--- src/rtl/det_sec_sched.sv ---
// det_sec_sched: round-robin scheduler that time-shares one serial sequence
// detector between two parallel-word requesters. Each frame clears the
// detector, shifts the granted word in MSB-first, appends DRAIN zero bits so
// late matches still register, and reports the detector hit count with an ack.
module det_sec_sched #(
  parameter int WORD_W = 8,
  parameter int CNT_W  = 4,
  parameter int DRAIN  = 2
) (
  input  logic              clk,
  input  logic              rst,
  input  logic              req0,
  input  logic [WORD_W-1:0] data0,
  input  logic              req1,
  input  logic [WORD_W-1:0] data1,
  output logic              ack0,
  output logic              ack1,
  output logic              det_rst,
  output logic              det_s_in,
  input  logic              det_valido,
  output logic              busy,
  output logic              done,
  output logic              done_id,
  output logic [CNT_W-1:0]  hit_cnt,
  output logic              hit
);

  localparam logic [2:0] S_IDLE  = 3'd0;
  localparam logic [2:0] S_CLR   = 3'd1;
  localparam logic [2:0] S_SHIFT = 3'd2;
  localparam logic [2:0] S_DRAIN = 3'd3;
  localparam logic [2:0] S_DONE  = 3'd4;

  // One cycle counter serves both the SHIFT bit index and the DRAIN index.
  localparam int CYC_W = $clog2(WORD_W + DRAIN + 1);
  localparam logic [CYC_W-1:0] LAST_BIT   = CYC_W'(WORD_W - 1);
  localparam logic [CYC_W-1:0] LAST_DRAIN = CYC_W'(DRAIN - 1);
  localparam logic [CYC_W-1:0] CYC_ONE    = CYC_W'(1);
  localparam logic [CNT_W-1:0] CNT_ONE    = CNT_W'(1);
  localparam logic [CNT_W-1:0] CNT_MAX    = {CNT_W{1'b1}};

  logic [2:0]        r_state;
  logic [WORD_W-1:0] r_shift;
  logic [CYC_W-1:0]  r_cyc;
  logic [CNT_W-1:0]  r_cnt;
  logic              r_id;
  logic              r_last;
  logic              r_sin;
  logic [CNT_W-1:0]  r_hit_cnt;
  logic              r_done_id;

  logic [2:0]        w_next;
  logic              w_grant_id;
  logic [CNT_W-1:0]  w_cnt_next;
  logic              w_counting;

  // Pick the winner: a lone requester wins outright, a tie goes to the one not served last.
  always_comb begin
    w_grant_id = 1'b0;
    if (req0 && req1) begin
      w_grant_id = ~r_last;
    end else if (req1) begin
      w_grant_id = 1'b1;
    end
  end

  // Saturating hit counter increment, active only while the word or drain bits are in flight.
  always_comb begin
    w_counting = (r_state == S_SHIFT) || (r_state == S_DRAIN);
    w_cnt_next = r_cnt;
    if (w_counting && det_valido && (r_cnt != CNT_MAX)) begin
      w_cnt_next = r_cnt + CNT_ONE;
    end
  end

  // Frame sequencing: IDLE -> CLR -> SHIFT x WORD_W -> DRAIN x DRAIN -> DONE -> IDLE.
  always_comb begin
    w_next = r_state;
    case (r_state)
      S_IDLE:  if (req0 || req1) w_next = S_CLR;
      S_CLR:   w_next = S_SHIFT;
      S_SHIFT: if (r_cyc == LAST_BIT) w_next = (DRAIN == 0) ? S_DONE : S_DRAIN;
      S_DRAIN: if (r_cyc == LAST_DRAIN) w_next = S_DONE;
      S_DONE:  w_next = S_IDLE;
      default: w_next = S_IDLE;
    endcase
  end

  // Datapath and report registers; the report is loaded on entry to DONE so it lines up with the ack.
  always_ff @(posedge clk) begin
    if (rst) begin
      r_state   <= S_IDLE;
      r_shift   <= '0;
      r_cyc     <= '0;
      r_cnt     <= '0;
      r_id      <= 1'b0;
      r_last    <= 1'b1;
      r_sin     <= 1'b0;
      r_hit_cnt <= '0;
      r_done_id <= 1'b0;
    end else begin
      r_state <= w_next;
      case (r_state)
        S_IDLE: begin
          r_sin <= 1'b0;
          if (req0 || req1) begin
            r_shift <= w_grant_id ? data1 : data0;
            r_id    <= w_grant_id;
          end
        end
        S_CLR: begin
          r_cnt   <= '0;
          r_cyc   <= '0;
          r_sin   <= r_shift[WORD_W-1];
          r_shift <= r_shift << 1;
        end
        S_SHIFT: begin
          r_cnt <= w_cnt_next;
          if (r_cyc == LAST_BIT) begin
            r_cyc <= '0;
            r_sin <= 1'b0;
          end else begin
            r_cyc   <= r_cyc + CYC_ONE;
            r_sin   <= r_shift[WORD_W-1];
            r_shift <= r_shift << 1;
          end
        end
        S_DRAIN: begin
          r_cnt <= w_cnt_next;
          r_cyc <= r_cyc + CYC_ONE;
          r_sin <= 1'b0;
        end
        S_DONE: begin
          r_last <= r_id;
          r_sin  <= 1'b0;
        end
        default: begin
          r_sin <= 1'b0;
        end
      endcase
      if (w_counting && (w_next == S_DONE)) begin
        r_hit_cnt <= w_cnt_next;
        r_done_id <= r_id;
      end
    end
  end

  // Outputs decoded from state; det_rst also follows rst so the detector resets with us.
  always_comb begin
    det_rst  = rst || (r_state == S_CLR);
    det_s_in = r_sin;
    busy     = (r_state != S_IDLE);
    done     = (r_state == S_DONE);
    ack0     = (r_state == S_DONE) && !r_id;
    ack1     = (r_state == S_DONE) && r_id;
    done_id  = r_done_id;
    hit_cnt  = r_hit_cnt;
    hit      = (r_hit_cnt != '0);
  end

endmodule

--- config.mk ---
export PLATFORM = sky130hd
export DESIGN_NAME = det_sec_sched
export DESIGN_NICKNAME = d
export VERILOG_FILES = /design/src/rtl/det_sec_sched.sv
export SDC_FILE = /design/constraint.sdc
export NUM_CORES = 1
export LEC_CHECK = 0
export CAP_MARGIN = 20
export CORE_AREA = 10 10 82 84
export DETAILED_ROUTE_END_ITERATION = 8
export DIE_AREA = 0 0 92 94
export PLACE_DENSITY = 0.57
export SETUP_SLACK_MARGIN = 0.15
export SLEW_MARGIN = 20
export SYNTH_ARGS = -nofsm -noshare
export SYNTH_HDL_FRONTEND = slang
export SYNTH_SLANG_ARGS = --single-unit
--- constraint.sdc ---
create_clock -name clk -period 2 [get_ports clk]
set_clock_uncertainty 0.05 [all_clocks]
set_input_delay 0.2 -clock clk [delete_from_list [all_inputs] [get_ports clk]]
set_output_delay 0.2 -clock clk [all_outputs]
set_load 0.01 [all_outputs]
==> out/results.env, run 1 <==
SETUP-TNS-FINAL_NS=0
FLOORPLAN.DIE.WIDTH_UM=92
POWER.LEAKAGE_nW=0.783
GLOBAL_ROUTE_WIRE_LENGTH_BEFORE_REPAIR_UM=5960
DP.FINAL_HPWL_UM=2640
PRE_CTS_SLACK_NS=0.258
PLACEMENTROWS=26
ANTENNADIODECOUNT=0
CP_DATA_REQUIRED_TIME_NS=1.75
INITIAL_UTILIZATION=0.293
DIE-HEIGHT_UM=94
FINALWORSTSETUPSLACK_NS=0.274
SETUP_VIOL=0
CTS_HOLD_BUF=0
GRT_ANTENNA_BEFORE_REPAIR=0
FINAL_CELL_MIX='sky130_fd_sc_hd__clkdlybuf4s50_1, sky130_fd_sc_hd__dfxtp_1, sky130_fd_sc_hd__a21oi_1'
CRITICALPATHCATEGORY='register to output pin'
MAXIMUM_NUMBER_OF_PINS_ON_ONE_NET_BEFORE_GLOBAL_ROUTE_REPAIR=17
MAX_CAP_VIOL_COUNT=0
ARRIVAL_NS=1.48
HP-CLASS='register to register'
CELLPOWERDENSITY_nW_PER_UM2=654
SYNTHFLOPTYPE='sky130_fd_sc_hd__dfxtp_1'
DRC=0
CLOCK_PATH_BUFFERS=2
DETAILEDROUTE.FIRSTPASSITERATIONCOUNT=4
POSTSYNTH.ASYNCRESETSHARE=0
PORTBUFFERS=32
GR-TOTAL-OVERFLOW=0
NFILLCELLS=542
CRITICAL_PATH.STARTPOINT='r_state[1]'
FINALWORSTPATHREQUIREDPERIOD_NS=1.73
HOLD_SLACK_NS=0.416
H_TREE_LVL_COUNT=1
POST_SYN_AREA_UM2=1490
SW_FRAC_OF_TOTAL=0.289
SYN-INSTANCE-COUNT=164
AREA_GROWTH_SYNTH_TO_FINISH_PCT=31.2
TIMING.HOLD.WORST.START='done_id'
WORSTMARGINPINSLEW_NS=0.355
GLOBAL_ROUTE.USAGE.TOTAL=0.0801
STATUS='completed'
SYNTH.AVG_CELL_AREA_UM2=9.06
CLK_PIN_SLEW_WORST_PATHS_NS=0.09
FP.COREAREA_UM2=5070
CRITPATHCAPTURETYPE='output pin'
ROOT_CELL_OF_THE_CLOCK_TREE='sky130_fd_sc_hd__clkbuf_8'
PWR-SHARE-COMB=0.254
IR_WORST_VDD_uV=304
AVG_WL_PER_CELL_UM=12.9
NUMBER_OF_BUFFERS_CREATED_BY_CTS=3
DRT-TOTAL-WL_UM=3440
FINAL-INSTANCE-COUNT-EXCL-FILL=266
ROUTE.ANTENNA.REMAINING_NETS=0
TIMING_HOLD_VIOLATIONS_FINAL=0
SYNTH_WARNINGS=0
NUMBER_OF_FLOPS_MAPPED_TO_ENABLE_CELLS_BY_YOSYS=0
CLKLATENCYLATEPIN_NS=0.27
WORST_SLEW_MARGIN_RELATIVE_TO_ITS_LIMIT=0.763
GPL.FINAL_WEIGHTED_CONGESTION=0.762
CRIT_PATH_START_KIND='register'
CELL_INTERNAL_PWR_uW=908
IO_PINS=33
FMAX_MHz=579
HOLDPATHSTAGES=2
POST_CTS.REPAIR.SETUP_BUFFERS=0
RSZ_0062_RAISED_AFTER_GLOBAL_ROUTING='yes'
LAYOUT.CELLS.MOST_COMMON='sky130_fd_sc_hd__clkdlybuf4s50_1'
YS_TYPES=52
POST-PLACE-CELLS=262
REPORTED_NET_SWITCHING_POWER_uW=368
PERIOD_SHARE=0.863
VIASPERCELL=4.77
YOSYS_REGISTER_BITS=27
FF2FF_PATH_DEPTH=5
CTS_TREE='done'
CLOCK-SINKS=27
TOTALPOWERFINAL_mW=1.28
LAYOUT-DRIVE-GT1-SHARE=0.133
SEQ_POWER_SHARE=0.502
DIE-AREA_UM2=8650
CP_MAX_FO=12
STARTING_DRT_DRC_COUNT=27
STARTPOINT_OF_THE_MOST_CRITICAL_REGISTER_TO_REGISTER_PATH='r_state[0]'
SYNTH_SEQ_AREA_SHARE=0.364
LAYOUT_NET_COUNT=221
SYN_NETS=188
CLOCKPOWERSHARE=0.244
VIAS=1269
GRT_PASS1_VIAS=1294
MAX_SLEW_VIO_COUNT=0
==> state kept, by name, summed over array words and instances, names as in the netlist <==
signal	flops
r_id	1
hit_cnt	4
r_cyc	4
r_state	3
r_cnt	4
r_last	1
done_id	1
det_s_in	1
r_shift	8
==> cells by family (layout without fill, tap and decap cells) <==
| kind of cell | Yosys count | count (layout) | synth area share |
|---|---|---|---|
| buffers and inverters | 17 | 49 | 0.0581 |
| adders and majority gates | 3 | 3 | 0.0253 |
| muxes | 9 | 9 | 0.0606 |
| AOI/OAI and AO/OA | 54 | 54 | 0.268 |
| and+or+nand+nor | 49 | 49 | 0.195 |
| DFF | 27 | 27 | 0.364 |
| xor gates and xnor gates | 5 | 5 | 0.0295 |
==> metal layers <==
| metal | GRT usage | part of all wire |
|---|---|---|
| met4 | 0.00386 | 0.0017 |
| met2 | 0.130 | 0.44 |
| met3 | 0.0376 | 0.070 |
| met5 | 0 | 0 |
| met1 | 0.0989 | 0.49 |
==> metrics by stage <==
stage	util	cell area, um^2
after floorplan	-	1490
after global placement	0.371	1880
after detailed placement	0.371	1880
after CTS	0.381	1930
after global routing	0.384	1950
final	0.384	1950
==> final cells by class <==
| cell class | instances | area, um^2 | area share |
|---|---|---|---|
| clock buffer | 4 | 45.0 | 0.0231 |
| timing repair buffer | 39 | 374 | 0.192 |
| multi-input combinational | 120 | 873 | 0.448 |
| inverter | 6 | 22.5 | 0.0115 |
| tap | 70 | 87.6 | 0.0449 |
| sequential | 27 | 548 | 0.281 |
==> worst max-delay path, stage by stage, from the launching register on <==
cell                              delay (ns)
sky130_fd_sc_hd__dfxtp_4                0.41
sky130_fd_sc_hd__nor3_2                 0.26
sky130_fd_sc_hd__inv_1                  0.06
sky130_fd_sc_hd__clkdlybuf4s50_1        0.48
==> path summary, 6_finish.rpt <==
path	to	slack, ns
worst min-delay path	done_id	0.42
worst min register to register	done_id	0.42
worst max-delay path	busy	0.27
worst max register to register	hit_cnt[2]	0.33
==> power groups by stage <==
stage	logic (mW)	clock network [mW]	registers [mW]
CTS	0.325	0.327	0.640
global placement	0.323	0	0.651
global route	0.361	0.343	0.651
floorplan	0.232	0	0.635
finish	0.324	0.311	0.641
detailed placement	0.324	0	0.651
==> synthesized netlist by cell type (all sizes together), types with 3 or more instances <==
cell,number,share of area
nor2,12,0.030
o21ai,6,0.023
a21oi,17,0.057
a21boi,3,0.015
nand2b,4,0.017
dfxtp,27,0.36
a2bb2oi,7,0.041
a211oi,7,0.042
nor3,5,0.027
ha,3,0.025
inv,6,0.015
xnor2,3,0.018
mux2i,9,0.061
nand2,11,0.028
buf,9,0.038
==> repair_timing <==
item                                    4_1_cts  5_1_grt
endpoints found under the setup margin        6        4
gates resized for setup                       7        6
pin swaps                                     0        0
Power figures use the tool's default switching activity.
==> run 2: changes to the inputs <==
--- a/config.mk
+++ b/config.mk
@@ -9,7 +9,7 @@
 export CORE_AREA = 10 10 82 84
 export DETAILED_ROUTE_END_ITERATION = 8
 export DIE_AREA = 0 0 92 94
-export PLACE_DENSITY = 0.57
+export PLACE_DENSITY_LB_ADDON = 0.3
 export SETUP_SLACK_MARGIN = 0.15
 export SLEW_MARGIN = 20
 export SYNTH_ARGS = -nofsm -noshare
==> run 2 against run 1 <==
  * Core utilization decreased by 0.17 points
  * Sequential share of layout area increased by 0.19 points
  * Via count shrank 0.39%
  * Worst setup slack lost 0.027 ns
  * Flip-flop and latch count unchanged
  * Register-to-register slack improved by 0.04 ns
  * Power is essentially flat
  * Die area stayed put
  * Design area shrank 0.45%
  * Critical endpoint is now done
==> out/results.env, run 2 (same netlist as run 1, synthesis figures left out) <==
STATUS='completed'
SEQ_POWER_SHARE=0.506
REPORTED_NET_SWITCHING_POWER_uW=375
MAX_CAP_VIOL_COUNT=0
H_TREE_LVL_COUNT=1
ENDPOINT_WITH_THE_WORST_HOLD_SLACK='det_s_in'
CTS_TREE='done'
TIMING.HOLD.WORST.START='r_shift[7]'
VIAS=1264
TIMING.RR.END='r_shift[3]'
WORST-R2R-SETUP-SLACK_NS=0.37
CLK_PIN_SLEW_WORST_PATHS_NS=0.09
FINALWORSTPATHREQUIREDPERIOD_NS=1.75
ANTENNADIODECOUNT=0
CRIT_PATH_START_KIND='register'
MAXIMUM_NUMBER_OF_PINS_ON_ONE_NET_BEFORE_GLOBAL_ROUTE_REPAIR=16
STARTING_DRT_DRC_COUNT=39
REGISTERS.TOP_BY_FF_COUNT='r_shift'
LAYOUT-DRIVE-GT1-SHARE=0.133
WORST_SLEW_MARGIN_RELATIVE_TO_ITS_LIMIT=0.681
SW_FRAC_OF_TOTAL=0.294
HOLDPATHSTAGES=2
LARGEST_REGISTER_FF_COUNT=8
CRIT_PATH_MAX_INCR_DELAY_NS=0.53
CP_DATA_REQUIRED_TIME_NS=1.75
DRC=0
INITIAL_UTILIZATION=0.293
GR-TOTAL-OVERFLOW=0
CTS_HOLD_BUF=0
TIMING.CRITICAL_PATH.SLOWEST_STAGE_CELL='sky130_fd_sc_hd__clkdlybuf4s50_1'
FMAX_MHz=570
POWER.LEAKAGE_nW=0.761
GPL.FINAL_WEIGHTED_CONGESTION=0.772
DP.FINAL_HPWL_UM=2630
HP-CLASS='register to register'
GLOBAL_ROUTE_WIRE_LENGTH_BEFORE_REPAIR_UM=6200
FP.COREAREA_UM2=5070
PORTBUFFERS=32
AVG_WL_PER_CELL_UM=13.0
ARRIVAL_NS=1.50
WORSTMARGINPINSLEW_NS=0.476
LAYOUT.CELLS.MOST_COMMON='sky130_fd_sc_hd__clkdlybuf4s50_1'
FLOORPLAN.DIE.WIDTH_UM=92
MAX_SLEW_VIO_COUNT=0
CLKLATENCYLATEPIN_NS=0.27
RSZ_0062_RAISED_AFTER_GLOBAL_ROUTING='no'
GRT_ANTENNA_BEFORE_REPAIR=0
GLOBAL_ROUTE.USAGE.TOTAL=0.0836
ROUTE.ANTENNA.REMAINING_NETS=0
PWR-SHARE-COMB=0.248
CRITICALPATHCATEGORY='register to output pin'
DRT-TOTAL-WL_UM=3450
VIASPERCELL=4.77
FF2FF_PATH_DEPTH=6
CLOCKPOWERSHARE=0.246
CP_MAX_FO=12
FINAL_CELL_MIX='sky130_fd_sc_hd__clkdlybuf4s50_1, sky130_fd_sc_hd__dfxtp_1, sky130_fd_sc_hd__a21oi_1'
CLOCK_PATH_BUFFERS=2
FINISH.UTILIZATION=0.383
AREA_GROWTH_SYNTH_TO_FINISH_PCT=30.6
DIE-AREA_UM2=8650
CELL_INTERNAL_PWR_uW=902
CELLPOWERDENSITY_nW_PER_UM2=658
TIMING_HOLD_VIOLATIONS_FINAL=0
GRT_PASS1_VIAS=1334
SETUP_VIOL=0
DIE-HEIGHT_UM=94
STARTPOINT_OF_THE_MOST_CRITICAL_REGISTER_TO_REGISTER_PATH='r_cyc[0]'
DETAILEDROUTE.FIRSTPASSITERATIONCOUNT=2
IR_WORST_VDD_uV=389
PERIOD_SHARE=0.877
IO_PINS=33
CLOCK-SINKS=27
ROOT_CELL_OF_THE_CLOCK_TREE='sky130_fd_sc_hd__clkbuf_8'
CRITPATHCAPTURETYPE='output pin'
SETUP-TNS-FINAL_NS=0
LAYOUT_NET_COUNT=220
PATH_CELLS='nor2_4 > nand2_1 > inv_1 > clkdlybuf4s50_1'
NUMBER_OF_BUFFERS_CREATED_BY_CTS=3
PLACEMENTROWS=26
[run 2: worst max-delay path: cells and delay by family (launching register included)]
family                 cells  cell delay, ns
buffers and inverters      2            0.59
AND/OR/NAND/NOR            2            0.23
flip-flops                 1            0.41
[run 2: layout make-up]
cell class | count | area, um^2
Clock inverter | 1 | 5.00
Timing Repair Buffer | 38 | 364
Tap cell | 70 | 87.6
Inverter | 6 | 22.5
Multi-Input combinational cell | 120 | 872
Sequential cell | 27 | 549
Clock buffer | 3 | 41.3
Fill cell | 553 | 3130
[run 2: power by group through the flow]
stage / logic [mW] / clock network (mW) / registers, mW
final: 0.316 / 0.315 / 0.646
after global routing: 0.361 / 0.355 / 0.657
after CTS: 0.318 / 0.333 / 0.645
after detailed placement: 0.318 / 0 / 0.655
after global placement: 0.315 / 0 / 0.655
after floorplan: 0.232 / 0 / 0.635
[run 2: how the worst max path moves through the flow]
| stage | from | end | slack, ns | depth (start not counted) |
|---|---|---|---|---|
| after floorplan | r_cyc[0] | r_shift[1] | 0.53 | 6 |
| after global placement | req1 | r_shift[7] | 0.22 | 6 |
| after detailed placement | req1 | r_shift[7] | 0.20 | 6 |
| after CTS | r_state[1] | ack0 | 0.13 | 4 |
| after global routing | r_state[1] | done | 0.16 | 4 |
| final | r_state[1] | done | 0.25 | 4 |
[run 2: routing by layer]
metal / global-route usage / share of wire / vias to the layer above
met4: 0.00771 / 0.0035 / 0
met2: 0.140 / 0.45 / 28
met5: 0 / 0 / -
li1: - / - / 658
met3: 0.0376 / 0.076 / 2
met1: 0.0997 / 0.47 / 576
[run 2: stage by stage]
step	total power [mW]	cells	hold slack, ns	cell area [um^2]	setup slack (ns)
after floorplan	0.868	164	0.340	1490	0.525
after global placement	0.971	261	0.397	1880	0.220
after detailed placement	0.974	261	0.397	1880	0.203
after CTS	1.30	265	0.413	1930	0.131
after global routing	1.37	265	0.435	1940	0.161
final	1.28	265	0.410	1940	0.247
[run 2: repair_timing]
item,in CTS,in global routing
setup endpoints to repair,6,3
buffers inserted,0,0
endpoints found under the hold margin,0,0
resized for setup,8,4
==> run 3: changes to the inputs <==
--- a/config.mk
+++ b/config.mk
@@ -11,7 +11,6 @@
 export DIE_AREA = 0 0 92 94
 export PLACE_DENSITY_LB_ADDON = 0.3
 export SETUP_SLACK_MARGIN = 0.15
-export SLEW_MARGIN = 20
 export SYNTH_ARGS = -nofsm -noshare
 export SYNTH_HDL_FRONTEND = slang
 export SYNTH_SLANG_ARGS = --single-unit
==> results of run 3 <==
The final DEF is identical to that of run 2; final timing and power are the same.
==> patch 1 (config.mk and constraints of run 2) <==
Set the parameter `CNT_W` to 5 (it was 4).
--- a/src/rtl/det_sec_sched.sv
+++ b/src/rtl/det_sec_sched.sv
@@ -6,3 +6,3 @@
   parameter int WORD_W = 8,
-  parameter int CNT_W  = 4,
+  parameter int CNT_W  = 5,
   parameter int DRAIN  = 2
Interface: changed (resized hit_cnt); port bits go from 33 to 34. The function was not compared with the original's and may differ.
==> patch 1 against run 2 <==
- worst setup slack lost 0.082 ns
- sequential cell count increased by 2
- non-clock buffer count increased by 12
- critical endpoint is now hit_cnt[2]$_SDFFE_PP0P_
- routed wire length increased by 16%
- final area increased by 13%
- largest power group unchanged
- via count up 11%
- combinational power increased by 8.9%
- register-to-register slack got worse by 0.20 ns
- area after synthesis grew 3.3%
- power increased by 16%
- synthesized cell count grew 4.3%
- sequential power is 3% higher
==> patch 1: results (changes against run 2) <==
status=completed; max incr delay on CP=0.37 ns (-0.16 ns); I/O Buffers=33 (+3.1%); post-detail-place hpwl=2848 um (+8.3%); worst vdd ir=0.0003330 V (-14%); Worst Setup SP=r_cnt[0]$_SDFFE_PP0P_; min-delay src=r_last$_SDFFE_PP1P_; Slew @ Worst Pin=0.4609 ns (-0.01516 ns); H-tree depth=2 (+1); per-cell routed wire length=13.80 um (+5.9%); Synth Warn #=0 (unchanged); Yosys cell types=47 (-9.6%); first-pass GRT wire length=6824 um (+10%); R2R setup slack=0.17 ns (-0.20 ns); Biggest register=r_shift; filler instances=531 (-4.0%); Post-Synth XOR/XNOR Area=0.02282 (-0.006641); vias after detailed routing=1398 (+11%); largest net degree at the start of global routing=22 (+6); Syn Nets=196 (+4.3%); sequential-to-total area share from yosys stat=0.3782 (+0.01452); Leak Pwr=0.8690 nW (+14%); commonest cells in the netlist=dfxtp_1, a21oi_1, nand2_1, nor2_1, mux2i_1; complex-gate fraction of the synthesized area=0.2372 (-0.03051); nets@finish=243 (+10%); Post-Synth Adder-Cell Area=0.03260 (+0.007347); CTS clk-pin slew, worst paths=0.07 ns (-0.02 ns); FF-to-FF End=hit_cnt[2]$_SDFFE_PP0P_; Area contributors post-synth=dfxtp_1, mux2i_1, a21oi_1; slowest stage cell, crit path=and4bb_4; CTS buffer count=5 (+2); cells on worst reg2reg path=7 (+1); Total GRT Usage=0.09736 (+0.01372); GPL Wtd Cong=0.7988 (+3.5%); Starting DRT DRC Count=54 (+38%); share of layout cells above drive strength 1=0.2192 (+0.08584); Crit Path Max Fanout=5 (-7); first drt pass iteration count=4 (+2); CP top delay family=simple AND/OR/NAND/NOR gates; max reg flops=8 (unchanged)
patch 1: metal layers:
layer,part of all wire,routed length [um],vias to the layer above,track usage
met5,0,0,-,0
met4,0.011,45,0,0.04627
met3,0.057,226,5,0.03597
met2,0.47,1875,33,0.1529
met1,0.46,1841,649,0.1150
li1,-,-,711,-
patch 1: cell families (layout without fill, tap and decap cells):
| kind of cell | count (synthesis) | in the layout |
|---|---|---|
| xor+xnor | 4 | 4 |
| compound gates | 50 | 50 |
| mux | 12 | 12 |
| simple gates | 56 | 56 |
| buf+inv | 16 | 64 |
| flops | 29 | 29 |
| fa+ha+maj | 4 | 4 |
patch 1: cell type report:
cell class	instances	area [um^2]	share of cell area
inverters	6	22.52	0.01024
repair buffers	50	469.2	0.2134
well taps	70	87.58	0.03984
multi-input cells	126	950.9	0.4326
clock inverters	2	10.01	0.004553
clock buffers	6	72.57	0.03301
flip-flops and latches	29	585.6	0.2664
patch 1: timing repair:
action / in CTS / in global routing
hold buffers: 0 / 0
setup buffers: 2 / 2
pin swaps: 4 / 8
resized for setup: 11 / 10
endpoints found under the setup margin: 11 / 14
patch 1: metrics by stage:
stage / instances / cell area, um^2 / hold WS (ns) / worst slack, ns
finish: 289 / 2198 / 0.4159 / 0.1651
global route: 289 / 2198 / 0.4579 / 0.09929
CTS: 287 / 2118 / 0.4221 / 0.1503
detailed placement: 277 / 2001 / 0.4063 / 0.04004
global placement: 277 / 2001 / 0.4098 / 0.06357
floorplan: 171 / 1550 / 0.3396 / 0.1611
patch 1: worst min-delay path, cell delays in order, from the launching register on:
cell and delay, ns:
dfxtp_1 0.32, a21oi_1 0.06, nand2_1 0.05
patch 1: where the power goes:
group | internal [mW] | switching (mW)
combinational | 0.185 | 0.158
clock | 0.240 | 0.233
sequential | 0.629 | 0.0343
==> patch 2 (config.mk and constraints of run 2) <==
Without the edit above. Register the output `hit_cnt`, with the module's reset; this adds one clock of latency there. The other outputs are not delayed to match.
--- a/src/rtl/det_sec_sched.sv
+++ b/src/rtl/det_sec_sched.sv
@@ -40,2 +40,4 @@
   localparam logic [CNT_W-1:0] CNT_MAX    = {CNT_W{1'b1}};
+
+  logic [CNT_W-1:0] hit_cnt_d;
 
@@ -156,4 +158,12 @@
     done_id  = r_done_id;
-    hit_cnt  = r_hit_cnt;
+    hit_cnt_d = r_hit_cnt;
     hit      = (r_hit_cnt != '0);
+  end
+
+  always_ff @(posedge clk) begin
+    if (rst) begin
+      hit_cnt <= '0;
+    end else begin
+      hit_cnt <= hit_cnt_d;
+    end
   end
Check against the original RTL: no difference found for any inputs over 10 cycles, from zero or initial values and one cycle with rst high; that may be too few to reach the edited logic, so the function may still have changed.
==> patch 2 against run 2 <==
- routed wire length increased by 3.6%
- first-iteration DRC count rose to 2.6 times the old value
- global-route usage is 0.41 points higher
- largest power group unchanged
- worst hold slack gained 0.0040 ns
- non-clock buffer count is 1 lower
- final area is 6.8% higher
- sequential cell count up 4
- critical path depth grew 1
- power rose by 18%
- area after synthesis is 5.7% higher
- worst setup slack got worse by 0.012 ns
==> patch 2: results (changes against run 2) <==
first-pass GRT wire length=6141 um (-1.0%); routed wl met3=249 um (-4.6%); Starting DRT DRC Count=101 (+160%); Relative slew margins=0.7399 (+0.05895); Crit Path Max Fanout=7 (-5); Syn Nets=194 (+3.2%); CP top delay family=compound AO/OA/AOI/OAI gates; Cells after DPL=267 (+2.3%); post-route cell area=2073 um^2 (+6.8%); worst hold slack=0.4138 ns (+0.003970 ns); R2R setup slack=0.24 ns (-0.13 ns); max incr delay on CP=0.36 ns (-0.17 ns); M2 GR Usage=0.1271 (-0.01294); Clock power frac=0.327 (+0.081); GPL Wtd Cong=0.7406 (-4.0%); CTS buffer count=5 (+2); first drt pass iteration count=4 (+2); largest net degree at the start of global routing=21 (+5); Via density=4.800 (+0.63%); per-cell routed wire length=13.01 um (-0.18%); slowest stage cell, crit path=o32a_1; worst vdd ir=0.0002804 V (-28%); switch share=0.2886 (-0.004978); syn_area_per_cell=9.244 um^2 (+2.0%); H-tree depth=2 (+1); share of layout cells above drive strength 1=0.1268 (-0.006504); GR Util met1=0.1056 (+0.005903); Comb pwr share=0.206 (-0.042); GR Util met3=0.03837 (+0.0007994); CTS clk-pin slew, worst paths=0.07 ns (-0.02 ns); Worst Setup SP=r_cyc[0]$_SDFFE_PP0P_; Clock Latency Late Sink=0.29 ns (+0.02 ns); number of global-route vias before repair=1310 (-1.8%); status=completed; CP Capture Type=flop; min-delay src=r_shift[0]$_SDFFE_PP0P_; Place WS=0.1602 ns (-0.04325 ns); Yosys cell types=53 (+1.9%); Critical Path AT=1.90 ns (+0.40 ns); post-placement cell area=1954 um^2 (+4.2%); Non-Filler Instances=275 (+3.8%); sequential-to-total area share from yosys stat=0.3949 (+0.03127); Highest Clock Rate=566.6 MHz (-0.67%); worst hold stages=1 (-1); Total GRT Usage=0.08772 (+0.004067); Area contributors post-synth=dfxtp_1, mux2i_1, a32o_1; commonest cells in the netlist=dfxtp_1, nand2_1, nor2_1, mux2i_1; Leak Pwr=0.8421 nW (+11%)
patch 2: kinds of logic (layout without fill, tap and decap cells):
kind of cell	count (synthesis)	after routing	share of synthesized area
and+or+nand+nor	67	67	0.2540
AOI/OAI and AO/OA	39	39	0.1847
DFF	31	31	0.3949
buffers and inverters	16	51	0.05413
muxes	11	11	0.07166
adders and majority gates	3	3	0.02389
xor gates and xnor gates	3	3	0.01672
patch 2: what timing repair did:
| item | 4_1_cts | 5_1_grt |
|---|---|---|
| resized for setup | 7 | 6 |
| pin swaps | 0 | 1 |
| setup endpoints to repair | 6 | 12 |
patch 2: final cells by class:
cell class / count / area share
clock inverter: 3 / 0.009656
tap: 70 / 0.04224
timing repair buffer: 37 / 0.1750
multi-input combinational: 123 / 0.4267
inverter: 6 / 0.01086
clock buffer: 5 / 0.03319
sequential: 31 / 0.3024
